$ cat src/rtl/mult_sequencer_if.sv
// Handshake and result bundle between the EX-stage control and the HI/LO
// multiply sequencer.
interface mult_sequencer_if #(
  parameter int WIDTH = 32
);
  logic             start_mult;
  logic             mult_sign;
  logic [WIDTH-1:0] operand_a;
  logic [WIDTH-1:0] operand_b;
  logic             hilo_read;
  logic             busy;
  logic             stall;
  logic             done;
  logic [WIDTH-1:0] hi;
  logic [WIDTH-1:0] lo;

  modport master (
    output start_mult, mult_sign, operand_a, operand_b, hilo_read,
    input  busy, stall, done, hi, lo
  );

  modport slave (
    input  start_mult, mult_sign, operand_a, operand_b, hilo_read,
    output busy, stall, done, hi, lo
  );
endinterface

$ cat src/rtl/mult_sequencer.sv
// Shift-add multiplier for MULT/MULTU: one partial-product step per cycle,
// owns HI/LO and raises the pipeline stall while a product is in flight.
module mult_sequencer #(
  parameter int WIDTH = 32
) (
  input logic             clk,
  input logic             reset,
  mult_sequencer_if.slave bus
);

  localparam int CW = (WIDTH > 1) ? $clog2(WIDTH) : 1;
  localparam logic [CW-1:0] LAST_STEP = CW'(WIDTH - 1);

  typedef enum logic [1:0] {IDLE, CALC, SIGN} state_t;

  state_t             state, next_state;
  logic [WIDTH-1:0]   mcand, mplier;
  logic [2*WIDTH-1:0] acc;
  logic [CW-1:0]      count;
  logic               neg;
  logic [WIDTH-1:0]   hi_q, lo_q;
  logic               done_q;
  logic               busy_int;

  logic [WIDTH-1:0]   mag_a, mag_b;
  logic [2*WIDTH-1:0] addend, product;

  always_ff @(posedge clk) begin
    if (!reset) state <= IDLE;
    else        state <= next_state;
  end

  always_comb begin
    next_state = state;
    case (state)
      IDLE:    if (bus.start_mult) next_state = CALC;
      CALC:    if (count == LAST_STEP) next_state = SIGN;
      SIGN:    next_state = IDLE;
      default: next_state = IDLE;
    endcase
  end

  always_comb begin
    busy_int = 1'b0;
    case (state)
      CALC, SIGN: busy_int = 1'b1;
      default:    busy_int = 1'b0;
    endcase
  end

  // Signed operands are reduced to magnitudes; the sign is reapplied in SIGN.
  always_comb begin
    mag_a   = (bus.mult_sign && bus.operand_a[WIDTH-1]) ? (~bus.operand_a + WIDTH'(1)) : bus.operand_a;
    mag_b   = (bus.mult_sign && bus.operand_b[WIDTH-1]) ? (~bus.operand_b + WIDTH'(1)) : bus.operand_b;
    addend  = {{WIDTH{1'b0}}, mcand} << count;
    product = neg ? (~acc + (2*WIDTH)'(1)) : acc;
  end

  always_ff @(posedge clk) begin
    if (!reset) begin
      mcand  <= '0;
      mplier <= '0;
      acc    <= '0;
      count  <= '0;
      neg    <= 1'b0;
      hi_q   <= '0;
      lo_q   <= '0;
      done_q <= 1'b0;
    end else begin
      done_q <= 1'b0;
      case (state)
        IDLE: begin
          if (bus.start_mult) begin
            mcand  <= mag_a;
            mplier <= mag_b;
            acc    <= '0;
            count  <= '0;
            neg    <= bus.mult_sign & (bus.operand_a[WIDTH-1] ^ bus.operand_b[WIDTH-1]);
          end
        end
        CALC: begin
          if (mplier[0]) acc <= acc + addend;
          mplier <= mplier >> 1;
          count  <= count + CW'(1);
        end
        SIGN: begin
          hi_q   <= product[2*WIDTH-1:WIDTH];
          lo_q   <= product[WIDTH-1:0];
          done_q <= 1'b1;
        end
        default: ;
      endcase
    end
  end

  // Stall only while busy, so IDLE reads and the done cycle pass straight through.
  assign bus.busy  = busy_int;
  assign bus.stall = busy_int & (bus.hilo_read | bus.start_mult);
  assign bus.done  = done_q;
  assign bus.hi    = hi_q;
  assign bus.lo    = lo_q;

endmodule
$ cat src/flat_wrapper.sv
// flat-port wrapper written by rule: the top's interface ports become plain ports
module mult_sequencer_flat 
#(
  parameter int WIDTH = 32
)
  (clk, reset, bus_start_mult, bus_mult_sign, bus_operand_a, bus_operand_b, bus_hilo_read, bus_busy, bus_stall, bus_done, bus_hi, bus_lo);
  mult_sequencer_if #(.WIDTH(WIDTH)) bus_i ();
  input logic clk;
  input logic reset;
  input wire logic [$bits(bus_i.start_mult)-1:0] bus_start_mult;
  input wire logic [$bits(bus_i.mult_sign)-1:0] bus_mult_sign;
  input wire logic [$bits(bus_i.operand_a)-1:0] bus_operand_a;
  input wire logic [$bits(bus_i.operand_b)-1:0] bus_operand_b;
  input wire logic [$bits(bus_i.hilo_read)-1:0] bus_hilo_read;
  output wire logic [$bits(bus_i.busy)-1:0] bus_busy;
  output wire logic [$bits(bus_i.stall)-1:0] bus_stall;
  output wire logic [$bits(bus_i.done)-1:0] bus_done;
  output wire logic [$bits(bus_i.hi)-1:0] bus_hi;
  output wire logic [$bits(bus_i.lo)-1:0] bus_lo;
  assign bus_i.start_mult = bus_start_mult;
  assign bus_i.mult_sign = bus_mult_sign;
  assign bus_i.operand_a = bus_operand_a;
  assign bus_i.operand_b = bus_operand_b;
  assign bus_i.hilo_read = bus_hilo_read;
  assign bus_busy = bus_i.busy;
  assign bus_stall = bus_i.stall;
  assign bus_done = bus_i.done;
  assign bus_hi = bus_i.hi;
  assign bus_lo = bus_i.lo;
  mult_sequencer #(.WIDTH(WIDTH)) u_core (.clk(clk), .reset(reset), .bus(bus_i));
endmodule
$ cat config.mk
export PLATFORM = sky130hd
export DESIGN_NAME = mult_sequencer_flat
export DESIGN_NICKNAME = d
export VERILOG_FILES = /design/src/rtl/mult_sequencer_if.sv /design/src/rtl/mult_sequencer.sv /design/src/flat_wrapper.sv
export SDC_FILE = /design/constraint.sdc
export NUM_CORES = 1
export LEC_CHECK = 0
export BUFFER_PORTS_ARGS = -buffer_cell sky130_fd_sc_hd__buf_2
export CAP_MARGIN = 5
export CORE_ASPECT_RATIO = 0.8
export CORE_UTILIZATION = 30
export CTS_BUF_LIST = sky130_fd_sc_hd__clkbuf_4 sky130_fd_sc_hd__clkbuf_8
export CTS_CLUSTER_DIAMETER = 80
export CTS_CLUSTER_SIZE = 25
export DETAILED_ROUTE_END_ITERATION = 10
export GPL_TIMING_DRIVEN = 0
export HOLD_SLACK_MARGIN = 0.15
export SYNTH_ARGS = -nofsm -noshare
export SYNTH_HDL_FRONTEND = slang
export SYNTH_SLANG_ARGS = --single-unit
$ cat constraint.sdc
create_clock -name clk -period 7 [get_ports clk]
set_clock_uncertainty 0.2 [all_clocks]
set_input_delay 0.7 -clock clk [delete_from_list [all_inputs] [get_ports clk]]
set_output_delay 0.7 -clock clk [all_outputs]
set_load 0.005 [all_outputs]
; ---- After elaboration in Yosys (flattened, before gate mapping)
; Index checks and enable logic that the tools add are counted.
[totals]
input_bits = 69
ff_bits = 201
out_inout_bits = 67
elab_cells = 52
[classes]
shift = 1
n_addsub = 5
reduce_logical = 9
eq_ne = 6
n_bitwise = 7
muxes = 15
[ops]
columns = op, count
row1 = $mux 64, 3
row2 = $pmux 64 s2, 1
row3 = $mux 32, 3
row4 = $add 32x1->32 const B, 2
row5 = $add 64x1->64 const B, 1
row6 = $add 64x64->64, 1
row7 = $not 32->32, 2
row8 = $not 64->64, 1
row9 = $pmux 32 s2, 1
row10 = $shl 32x5->64, 1
row11 = $pmux 5 s2, 1
row12 = $reduce_and 2->1, 3
row13 = $add 5x1->5 const B, 1
row14 = $eq 5x5->1 const B, 1
row15 = $mux 5, 1
row16 = $mux 2, 2
row17 = $ne 2x1->1 const B, 2
row18 = $pmux 2 s2, 1
row19 = $reduce_and 3->1, 1
row20 = $and 1x1->1, 2
row21 = $eq 2x1->1 const B, 1
row22 = $eq 2x2->1 const B, 1
row23 = $logic_and 1x1->1, 2
row24 = $logic_not 2->1, 1
row25 = 6 further kinds, 7

; ---- Depth between registers and ports, before layout
; Gate-level depths: netlist of run 1.
[depth]
word_depth = 5
depth_mapped = 22
ltp_nobuf = 19

; ---- Least setup slack after synthesis of run 1
; Ideal clock, no wire load.
[synth_path]
path_type = flip-flop to flip-flop
from = register u_core.count[0]
to = register u_core.acc[54]
n_path_buf = 4
path_stages_with_launch = 21
synth_period_minus_slack_ns = 4.966
arrival_time_ns = 4.636
setup_time_ns = 0.129
required_time_ns = 6.671
path_slack_ns = 2.034
cell_sequence = dfxtp_1 -> clkbuf_1 -> buf_1 -> clkbuf_1 -> o21ai_0 -> nor2_1 -> a21oi_1 -> mux2_2 -> mux2i_1 -> ha_1 -> clkbuf_1 -> a21o_1 -> a21o_1 -> a21o_1 -> or2_1 -> a311o_1 -> a41oi_1 -> a21oi_1 -> a21boi_1 -> xor2_1 -> o21ai_0
[synth_via]
elab_chain_len = 4
[synth_lines]
columns = item, line_no
row1 = from (decl), mult_sequencer.sv:19  ; logic [CW-1:0] count;
row2 = from (signal assigned), mult_sequencer.sv:84  ; count <= count + CW'(1);
row3 = $shl 32x5->64, mult_sequencer.sv:55  ; addend = {{WIDTH{1'b0}}, mcand} << count;
row4 = $add 64x64->64, mult_sequencer.sv:82  ; if (mplier[0]) acc <= acc + addend;
row5 = $mux 64, mult_sequencer.sv:82
row6 = $pmux 64 s2, mult_sequencer.sv:71  ; case (state)
row7 = to (signal assigned), mult_sequencer.sv:82
row8 = to (decl), mult_sequencer.sv:18  ; logic [2*WIDTH-1:0] acc;
; Every way passes these cells. The select of a mux whose other input is x is not followed.
; A chain may end at the register's enable or synchronous reset.

; ---- Worst setup path after layout of run 1
[layout_path]
from = register u_core.count[0]
to = register u_core.acc[55]
; Same word-level chain as after synthesis.

==> results.py, run 1 <==
metrics = {
    "setup_path": {
        "rrSetupSlack_ns": 0.62,
        "rr_startpoint": "u_core.count[0]$_SDFFE_PN0P_",
        "worst-path-stages": 17,
        "crit_buf_inv": 4,
        "critPathTopFamily": "simple AND/OR/NAND/NOR gates",
        "crit_slowest_cell": "or4_1",
        "cp-end-kind": "flop",
        "r2r_cells": 17,
        "critPathArrivalTime_ns": 6.64,
        "start_kind": "flop",
        "crit_fanout": 10,
        "crit_chain": "clkbuf_1, clkbuf_2, clkbuf_1, o21ai_0, mux2i_1, nor2_1, ha_1, clkbuf_1, nand2_1, or4_1, a2111oi_0, a211oi_1, nor4_1, nor2_1, o31ai_1, xnor2_1, o21ai_1",
        "max_stage_delay_ns": 0.56,
        "critPathRequiredTime_ns": 7.26,
        "regToRegEndpoint": "u_core.acc[55]$_SDFFE_PN0P_",
        "crit_type": "flop to flop",
        "crit_top_cell": "clkbuf_1",
    },
    "die": {
        "coreArea_um2": 49960,
        "die_w_um": 254.2,
        "num_rows": 73,
        "die_h_um": 203.7,
        "io_pins": 136,
        "die_area_um2": 51780,
        "initial_utilization_pct": 30.54,
    },
    "power": {
        "p_total_mw": 2.591,
        "leakage_nw": 6.642,
        "vdd_drop_max_v": 0.00009208,
        "power_density_nw_per_um2": 151.2,
    },
    "routing": {
        "wirelength_mm": 53.97,
        "dr_wl_met3_mm": 3.207,
        "vias_per_cell": 5.529,
        "drt_iter0_markers": 1315,
        "drtPass1Iterations": 6,
        "route.met2.wl_mm": 22.38,
        "post_drt_wl_per_cell_um": 19.27,
        "via_count": 15490,
        "met1_length_mm": 27.43,
        "detail-route-antenna-nets": 0,
        "drc_errors": 0,
        "top_layer": "met4",
    },
    "logic_synthesis": {
        "yosysWarnings": 0,
        "yosysTopAreaCellShare_pct": 26.37,
        "yosysSeqAreaShare_pct": 26.37,
        "synth_cell_types": 79,
        "synthTopCellsByArea": "dfxtp_1 26%, xor2_1 6.5%, ha_1 5.8%",
        "synthCells": 1967,
        "yosys_register_bits": 201,
        "synth_edf_count": 0,
        "syn-cell-area_um2": 15260,
        "postSynthAreaPerCell_um2": 7.758,
        "syn-num-nets": 2108,
        "synth-async-reset-ratio_pct": 0,
        "synth_area_leader_cell": "dfxtp_1",
        "ys.flop_type": "dfxtp_1",
    },
    "placement": {
        "pre_cts_slack_ns": 0.4781,
        "gp_congestion": 0.9451,
        "portBuffers": 134,
        "dp_hpwl_mm": 43.95,
    },
    "min_path": {
        "hold_depth": 3,
        "worstHoldStart": "bus_operand_a[31]",
        "hp-class": "input port to flop",
        "min_to": "u_core.mcand[31]$_SDFFE_PN0P_",
    },
    "outcome": {
        "status": "finished clean",
    },
    "clock_network": {
        "cts_resized": 0,
        "cts_buffers": 15,
        "post_cts_buffers": 0,
        "cts_max_level": 1,
        "clk_pin_slew_ns": 0.15,
        "cts_root_buffer": "clkbuf_8",
        "clockBufferDepth": 3,
        "clock_sinks": 201,
        "cts_tree": "done",
        "cts_hold_buf": 0,
        "worstSkewPairLatency_ns": 0.59,
    },
    "layout": {
        "fillers": 5366,
        "regArea_um2": 4024,
        "nets": 2259,
        "drive_above_1_share_pct": 11.01,
        "multi_input_area_um2": 10610,
        "antennaDiodeCount": 0,
        "areaGrowthSynthToFinish_pct": 12.33,
    },
    "grt": {
        "grt_overflow": 0,
        "grt_pass1_vias": 14380,
        "antenna_found_initial": 0,
        "grt_max_degree": 26,
        "grt_usage_pct": 20.52,
        "grt_pass1_wl_mm": 83.51,
    },
    "job": {
        "drv_cap": 0,
    },
    "sta": {
        "fmax_ghz": 0.1567,
        "drv_slew": 0,
        "worst_pin_slew_ns": 1.070,
        "rsz0062_at_grt": "no",
        "setup_viol": 0,
        "slew_headroom_pct": 28.66,
        "fin_ws_ns": 0.6201,
        "fin_setup_tns_ns": 0,
        "period_needed_ns": 6.380,
        "final_hold_viol_count": 0,
        "layout_worst_path_cycle_share_pct": 91.14,
    },
}
[synth_stat cells (24+ instances only)]
cell type / instances
nand2_1: 217
nor2_1: 215
dfxtp_1: 201
a21oi_1: 156
clkbuf_1: 118
xor2_1: 113
o21ai_0: 108
a211oi_1: 83
ha_1: 71
xnor2_1: 63
nand3_1: 54
mux2i_1: 53
a21o_1: 49
inv_1: 29
nor3_1: 29
o31ai_1: 29
mux2_2: 24
o22ai_1: 24
[power by group]
part           internal, mW  switching, mW  leakage (nW)
logic                 0.208          0.377          4.83
registers              1.19         0.0502          1.63
clock network         0.282          0.485         0.179
[stage by stage]
stage | instance area, um^2 | hold slack, ns | instances | util, %
3_3_place_gp | 16770 | 0.2399 | 2776 | 33.58
3_5_place_dp | 16770 | 0.2436 | 2776 | 33.58
2_1_floorplan | 15260 | 0.2312 | 1967 | -
5_1_grt | 17140 | 0.2012 | 2801 | 34.31
6_report | 17140 | 0.2043 | 2801 | 34.31
4_1_cts | 17140 | 0.1836 | 2801 | 34.31
[per-layer routing]
layer  up-vias  GRT usage, %
li1       7481             -
met1      7447         31.48
met2       503         30.56
met3        56         2.195
met4         0         3.980
met5         -             0
[state kept, by name (all words and copies together) (netlist names)]
register and flops:
u_core.neg 1, u_core.mcand 32, u_core.state 2, u_core.acc 64
u_core.count 5, u_core.bus.hi 32, u_core.mplier 32, u_core.bus.done 1
u_core.bus.lo 32
[layout make-up]
class                   count  area share (%)
clock inverters             9          0.8832
clock buffers              16           1.248
inverters                  32          0.7007
well taps                 675           4.927
multi-input cells        1600           61.91
repair buffers            134           3.912
flip-flops and latches    201           23.47
plain buffers             134           2.949
[placed cells by master, fill, tap and decap left out, types with 17 or more instances in the layout]
master	netlist	final
mux2i_1	53	53
a31oi_1	17	17
a21oi_1	156	156
nand2_1	217	217
o22ai_1	24	24
mux4_2	22	22
ha_1	71	71
nand4_1	21	21
inv_1	29	29
buf_2	1	135
a21o_1	49	49
nand3_1	54	54
o21ai_1	17	17
a211oi_1	83	83
or3_1	22	22
xor2_1	113	113
mux2_2	24	24
clkbuf_1	118	118
nor2_1	215	215
o221ai_1	18	18
nor3_1	29	29
xnor2_1	63	63
dfxtp_1	201	201
o21ai_0	108	108
o31ai_1	29	29
o21bai_1	19	19
[worst register-to-register path, cell delays in order (launching register included)]
cell and delay, ns:
dfxtp_1 0.37, clkbuf_1 0.45, clkbuf_2 0.42, clkbuf_1 0.44, o21ai_0 0.28, mux2i_1 0.50, nor2_1 0.15, ha_1 0.31
clkbuf_1 0.26, nand2_1 0.14, or4_1 0.56, a2111oi_0 0.50, a211oi_1 0.23, nor4_1 0.55, nor2_1 0.21, o31ai_1 0.42
xnor2_1 0.17, o21ai_1 0.07
[worst max-delay path by stage]
| stage | start | end | slack (ns) |
|---|---|---|---|
| finish | u_core.count[0]$_SDFFE_PN0P_ | u_core.acc[55]$_SDFFE_PN0P_ | 0.62 |
| global route | u_core.count[0]$_SDFFE_PN0P_ | u_core.acc[55]$_SDFFE_PN0P_ | 0.04 |
| CTS | u_core.count[0]$_SDFFE_PN0P_ | u_core.acc[55]$_SDFFE_PN0P_ | 0.43 |
| detailed placement | u_core.count[0]$_SDFFE_PN0P_ | u_core.acc[55]$_SDFFE_PN0P_ | 0.48 |
| global placement | u_core.count[0]$_SDFFE_PN0P_ | u_core.acc[55]$_SDFFE_PN0P_ | 0.42 |
| floorplan | u_core.count[0]$_SDFFE_PN0P_ | u_core.acc[54]$_SDFFE_PN0P_ | 2.03 |
[cells by family after synthesis]
logic type | after synthesis | synth area share [%]
buffers and inverters | 166 | 4.091
muxes | 99 | 8.495
and+or+nand+nor | 659 | 19.86
adders and majority gates | 72 | 5.953
AOI/OAI and AO/OA | 594 | 25.13
xor gates and xnor gates | 176 | 10.10
DFF | 201 | 26.37
Power figures use the tool's default switching activity.
==> run 2, diff against run 1 <==
==> constraint.sdc (replaced) <==
create_clock -name clk -period 7.5 [get_ports clk]
set_clock_uncertainty 0.2 [all_clocks]
set_input_delay 0.75 -clock clk [delete_from_list [all_inputs] [get_ports clk]]
set_output_delay 0.75 -clock clk [all_outputs]
set_load 0.005 [all_outputs]
==> run 2 against run 1 <==
  * Clock power is 6.4% lower
  * Utilization is essentially flat
  * Critical endpoint unchanged
  * Critical path depth unchanged
  * Sequential power is 6% lower
  * Maximum frequency shrank 4.8%
  * Setup slack gained 0.18 ns
  * Power fell by 6.6%
  * Register-to-register slack better by 0.18 ns
  * Hold slack better by 0.051 ns
==> results.py, run 2 (same netlist as run 1, synthesis figures left out) <==
metrics = {
    "outcome": {
        "status": "finished clean",
    },
    "routing": {
        "detail-route-antenna-nets": 0,
        "drtPass1Iterations": 8,
        "wirelength_mm": 53.97,
        "via_count": 15450,
        "drc_errors": 0,
        "drt_iter0_markers": 1268,
        "vias_per_cell": 5.515,
        "post_drt_wl_per_cell_um": 19.27,
    },
    "power": {
        "leakage_nw": 6.639,
        "p_seq_share_pct": 47.8,
        "power_frac_comb_pct": 22.6,
        "power_density_nw_per_um2": 141.2,
        "p_sw_mw": 0.8535,
        "p_int_mw": 1.567,
        "switching_share_pct": 35.26,
        "p_clk_share_pct": 29.6,
        "vdd_drop_max_v": 0.00008630,
        "p_total_mw": 2.421,
    },
    "grt": {
        "grt_pass1_vias": 14380,
        "grt_pass1_wl_mm": 83.51,
        "grt_max_degree": 26,
        "antenna_found_initial": 0,
        "grt_usage_pct": 20.52,
        "grt_overflow": 0,
    },
    "clock_network": {
        "cts_max_level": 1,
        "clock_sinks": 201,
        "cts_root_buffer": "clkbuf_8",
        "clockBufferDepth": 3,
        "worstSkewPairLatency_ns": 0.59,
        "post_cts_buffers": 0,
        "cts_resized": 0,
        "clk_pin_slew_ns": 0.15,
        "cts_tree": "done",
        "cts_buffers": 15,
        "cts_hold_buf": 0,
    },
    "layout": {
        "nets": 2259,
        "final_common_cell": "nand2_1",
        "largest_register": "u_core.acc",
        "areaGrowthSynthToFinish_pct": 12.32,
        "final_cell_mix": "217 x nand2_1, 215 x nor2_1, 201 x dfxtp_1, 156 x a21oi_1, 135 x buf_2",
        "fillers": 5366,
        "antennaDiodeCount": 0,
        "post-route-cell-area_um2": 17140,
        "drive_above_1_share_pct": 10.96,
        "largest_reg_flops": 64,
        "stdcell_count": 2801,
    },
    "die": {
        "die_h_um": 203.7,
        "coreArea_um2": 49960,
        "initial_utilization_pct": 30.54,
        "die_w_um": 254.2,
        "io_pins": 136,
        "num_rows": 73,
        "die_area_um2": 51780,
    },
    "sta": {
        "slew_headroom_pct": 31.75,
        "setup_viol": 0,
        "period_needed_ns": 6.703,
        "final_hold_viol_count": 0,
        "fmax_ghz": 0.1492,
        "fin_setup_tns_ns": 0,
        "fin_ws_ns": 0.7970,
        "layout_worst_path_cycle_share_pct": 89.37,
        "drv_slew": 0,
        "worst_pin_slew_ns": 1.024,
        "rsz0062_at_grt": "no",
    },
    "setup_path": {
        "rr_startpoint": "u_core.count[0]$_SDFFE_PN0P_",
        "crit_slowest_cell": "buf_1",
        "max_stage_delay_ns": 0.60,
        "crit_path_end": "u_core.acc[55]$_SDFFE_PN0P_",
        "start_kind": "flop",
        "crit_chain": "clkbuf_1, buf_1, clkbuf_1, o21ai_0, mux2i_1, nor2_1, ha_1, clkbuf_1, nand2_1, or4_1, a2111oi_0, a211oi_1, nor4_1, nor2_1, o31ai_1, xnor2_1, o21ai_1",
        "crit_fanout": 10,
        "cp-end-kind": "flop",
        "regToRegEndpoint": "u_core.acc[55]$_SDFFE_PN0P_",
        "critPathRequiredTime_ns": 7.76,
        "crit_type": "flop to flop",
        "critPathArrivalTime_ns": 6.96,
        "crit_start": "u_core.count[0]$_SDFFE_PN0P_",
        "crit_top_cell": "clkbuf_1",
        "rrSetupSlack_ns": 0.80,
        "r2r_cells": 17,
    },
    "placement": {
        "gp_congestion": 0.9451,
        "dp_hpwl_mm": 43.95,
        "dp_cells": 2776,
        "portBuffers": 134,
        "place_area_um2": 16770,
        "pre_cts_slack_ns": 0.9781,
    },
    "job": {
        "drv_cap": 0,
    },
    "min_path": {
        "hp-class": "input port to flop",
    },
}
-- run 2: cell types whose count changed in the layout (fill, tap and decap cells not counted), sizes merged --
cell | previous run | this run
buf | 149 | 150
clkbuf | 135 | 134
-- run 2: final cells by class --
type / count / area [um^2] / area share [%]
multi-input combinational: 1600 / 10610 / 61.91
sequential: 201 / 4024 / 23.48
tap: 675 / 844.6 / 4.927
timing repair buffer: 134 / 670.6 / 3.913
buffer: 134 / 504.2 / 2.942
clock buffer: 16 / 214.0 / 1.248
clock inverter: 9 / 151.4 / 0.8833
inverter: 32 / 120.1 / 0.7008
-- run 2: metrics by stage --
| stage | util (%) | hold WS, ns |
|---|---|---|
| 2_1_floorplan | - | 0.2312 |
| 3_3_place_gp | 33.58 | 0.2399 |
| 3_5_place_dp | 33.58 | 0.2436 |
| 4_1_cts | 34.31 | 0.2336 |
| 5_1_grt | 34.31 | 0.2512 |
| 6_report | 34.31 | 0.2553 |
-- run 2: worst min-delay path by stage --
stage	startpoint	end	slack (ns)	cells past startpoint
2_1_floorplan	u_core.mplier[2]$_SDFFE_PN0P_	u_core.mplier[2]$_SDFFE_PN0P_	0.23	2
3_3_place_gp	u_core.mplier[3]$_SDFFE_PN0P_	u_core.mplier[3]$_SDFFE_PN0P_	0.24	2
3_5_place_dp	u_core.mplier[9]$_SDFFE_PN0P_	u_core.mplier[9]$_SDFFE_PN0P_	0.24	2
4_1_cts	bus_operand_a[31]	u_core.mcand[31]$_SDFFE_PN0P_	0.23	3
5_1_grt	bus_operand_a[31]	u_core.mcand[31]$_SDFFE_PN0P_	0.25	3
6_report	bus_operand_a[31]	u_core.mcand[31]$_SDFFE_PN0P_	0.26	3
-- run 2: worst max-delay path: cells and delay by family (launching register included) --
kind,cells,cell delay [ns]
flops,1,0.37
buf+inv,4,1.78
simple gates,5,1.66
xor+xnor,1,0.17
mux,1,0.53
fa+ha+maj,1,0.31
compound gates,5,1.54
-- run 2: power groups by stage --
stage / logic (mW) / clock network (mW) / registers (mW)
final: 0.546 / 0.718 / 1.16
after global routing: 0.592 / 0.768 / 1.16
after CTS: 0.536 / 0.736 / 1.15
after detailed placement: 0.534 / 0 / 1.18
after global placement: 0.527 / 0 / 1.18
after floorplan: 0.361 / 0 / 1.16
-- run 2: layer usage --
metal	GRT usage [%]	vias to the layer above	wire, um
met5	0	-	0
met4	3.980	0	937
met3	2.195	51	3121
met2	30.56	493	22330
met1	31.48	7423	27580
li1	-	7480	-
==> run 3, diff against run 2 <==
--- a/config.mk
+++ b/config.mk
@@ -5,7 +5,7 @@
 export SDC_FILE = /design/constraint.sdc
 export NUM_CORES = 1
 export LEC_CHECK = 0
-export BUFFER_PORTS_ARGS = -buffer_cell sky130_fd_sc_hd__buf_2
+export BUFFER_PORTS_ARGS = -buffer_cell sky130_fd_sc_hd__buf_4
 export CAP_MARGIN = 5
 export CORE_ASPECT_RATIO = 0.8
 export CORE_UTILIZATION = 30
==> run 3 against run 2 <==
  * Sequential cell count unchanged
  * Setup slack worse by 0.042 ns
  * Register-to-register slack worse by 0.04 ns
  * Routed wire length up 0.78%
  * Critical path depth unchanged
  * Die area unchanged
  * First-iteration DRC count up 22%
==> results.py, run 3 (same netlist as run 1, synthesis figures left out) <==
metrics = {
    "outcome": {
        "status": "finished clean",
    },
    "placement": {
        "dp_hpwl_mm": 44.08,
        "portBuffers": 134,
        "gp_congestion": 0.9590,
        "pre_cts_slack_ns": 0.9241,
        "dp_cells": 2776,
    },
    "clock_network": {
        "clock_sinks": 201,
        "post_cts_buffers": 0,
        "cts_root_buffer": "clkbuf_8",
        "cts_tree": "done",
        "cts_buffers": 16,
        "cts_hold_buf": 0,
        "cts_resized": 0,
        "clk_pin_slew_ns": 0.15,
        "clockBufferDepth": 3,
        "worstSkewPairLatency_ns": 0.60,
        "cts_max_level": 1,
    },
    "routing": {
        "drtPass1Iterations": 6,
        "post_drt_wl_per_cell_um": 19.39,
        "drt_iter0_markers": 1548,
        "wirelength_mm": 54.39,
        "detail-route-antenna-nets": 0,
        "via_count": 15350,
        "vias_per_cell": 5.474,
        "drc_errors": 0,
    },
    "layout": {
        "largest_register": "u_core.acc",
        "largest_reg_flops": 64,
        "nets": 2260,
        "final_cell_mix": "217 x nand2_1, 215 x nor2_1, 201 x dfxtp_1, 156 x a21oi_1, 134 x buf_4",
        "areaGrowthSynthToFinish_pct": 14.78,
        "regArea_um2": 4024,
        "multi_input_area_um2": 10610,
        "stdcell_count": 2805,
        "drive_above_1_share_pct": 11.09,
        "fillers": 5305,
        "final_common_cell": "nand2_1",
        "fin_util_pct": 35.06,
    },
    "sta": {
        "drv_slew": 0,
        "setup_viol": 0,
        "fin_ws_ns": 0.7552,
        "slew_headroom_pct": 31.29,
        "fmax_ghz": 0.1483,
        "period_needed_ns": 6.745,
        "fin_setup_tns_ns": 0,
        "worst_pin_slew_ns": 1.031,
        "rsz0062_at_grt": "no",
        "layout_worst_path_cycle_share_pct": 89.93,
        "final_hold_viol_count": 0,
    },
    "grt": {
        "antenna_found_initial": 1,
        "grt_usage_pct": 20.80,
        "grt_overflow": 0,
        "grt_pass1_vias": 14580,
        "grt_max_degree": 26,
        "grt_pass1_wl_mm": 84.83,
    },
    "setup_path": {
        "cp-end-kind": "flop",
        "critPathArrivalTime_ns": 7.03,
        "crit_fanout": 10,
        "critPathRequiredTime_ns": 7.79,
        "crit_type": "flop to flop",
        "start_kind": "flop",
    },
    "power": {
        "p_total_mw": 2.463,
        "leakage_nw": 6.705,
        "vdd_drop_max_v": 0.00008233,
        "power_density_nw_per_um2": 140.7,
    },
    "die": {
        "num_rows": 73,
        "coreArea_um2": 49960,
        "io_pins": 136,
        "initial_utilization_pct": 30.54,
        "die_w_um": 254.2,
        "die_area_um2": 51780,
        "die_h_um": 203.7,
    },
    "min_path": {
        "hp-class": "input port to flop",
    },
    "job": {
        "drv_cap": 0,
    },
}
run 3: worst paths after layout:
path | startpoint | slack, ns | to | cells past startpoint
worst max-delay path | u_core.count[0]$_SDFFE_PN0P_ | 0.76 | u_core.acc[55]$_SDFFE_PN0P_ | 17
worst min-delay path | bus_operand_a[0] | 0.25 | u_core.mcand[0]$_SDFFE_PN0P_ | 3
worst max register to register | u_core.count[0]$_SDFFE_PN0P_ | 0.76 | u_core.acc[55]$_SDFFE_PN0P_ | 17
worst min register to register | u_core.bus.hi[27]$_SDFFE_PN0P_ | 0.27 | u_core.bus.hi[27]$_SDFFE_PN0P_ | 2
run 3: stage by stage:
step,area [um^2],hold slack [ns]
2_1_floorplan,15260,0.2312
3_3_place_gp,17110,0.2399
3_5_place_dp,17110,0.2477
4_1_cts,17510,0.2271
5_1_grt,17510,0.2443
6_report,17510,0.2475
run 3: power by group:
group / internal (mW) / switching, mW
registers: 1.11 / 0.0469
logic: 0.205 / 0.354
clock network: 0.264 / 0.483
total: 1.58 / 0.884
run 3: layout make-up:
| type | instances | area share [%] |
|---|---|---|
| clock inverter | 10 | 0.8787 |
| sequential | 201 | 22.97 |
| antenna | 1 | 0.01429 |
| buffer | 134 | 2.879 |
| multi-input combinational | 1600 | 60.59 |
| tap | 675 | 4.822 |
| timing repair buffer | 134 | 5.744 |
| inverter | 32 | 0.6858 |
| clock buffer | 18 | 1.414 |
run 3: metal layers:
layer  vias to the layer above  part of all wire, %  GRT usage, %
li1                       7489                    -             -
met1                      7328                   50         31.18
met2                       483                   42         30.93
met3                        54                  6.4         2.987
met4                         0                  2.0         4.798
met5                         -                    0             0
run 3: worst max-delay path, stage by stage, from the launching register on:
cell,delay [ns]
dfxtp_1,0.37
clkbuf_1,0.47
buf_1,0.61
clkbuf_1,0.44
o21ai_0,0.29
mux2i_1,0.52
nor2_1,0.19
ha_1,0.32
clkbuf_1,0.26
nand2_1,0.13
or4_1,0.57
a2111oi_0,0.50
a211oi_1,0.23
nor4_1,0.58
nor2_1,0.23
o31ai_1,0.46
xnor2_1,0.17
o21ai_1,0.07
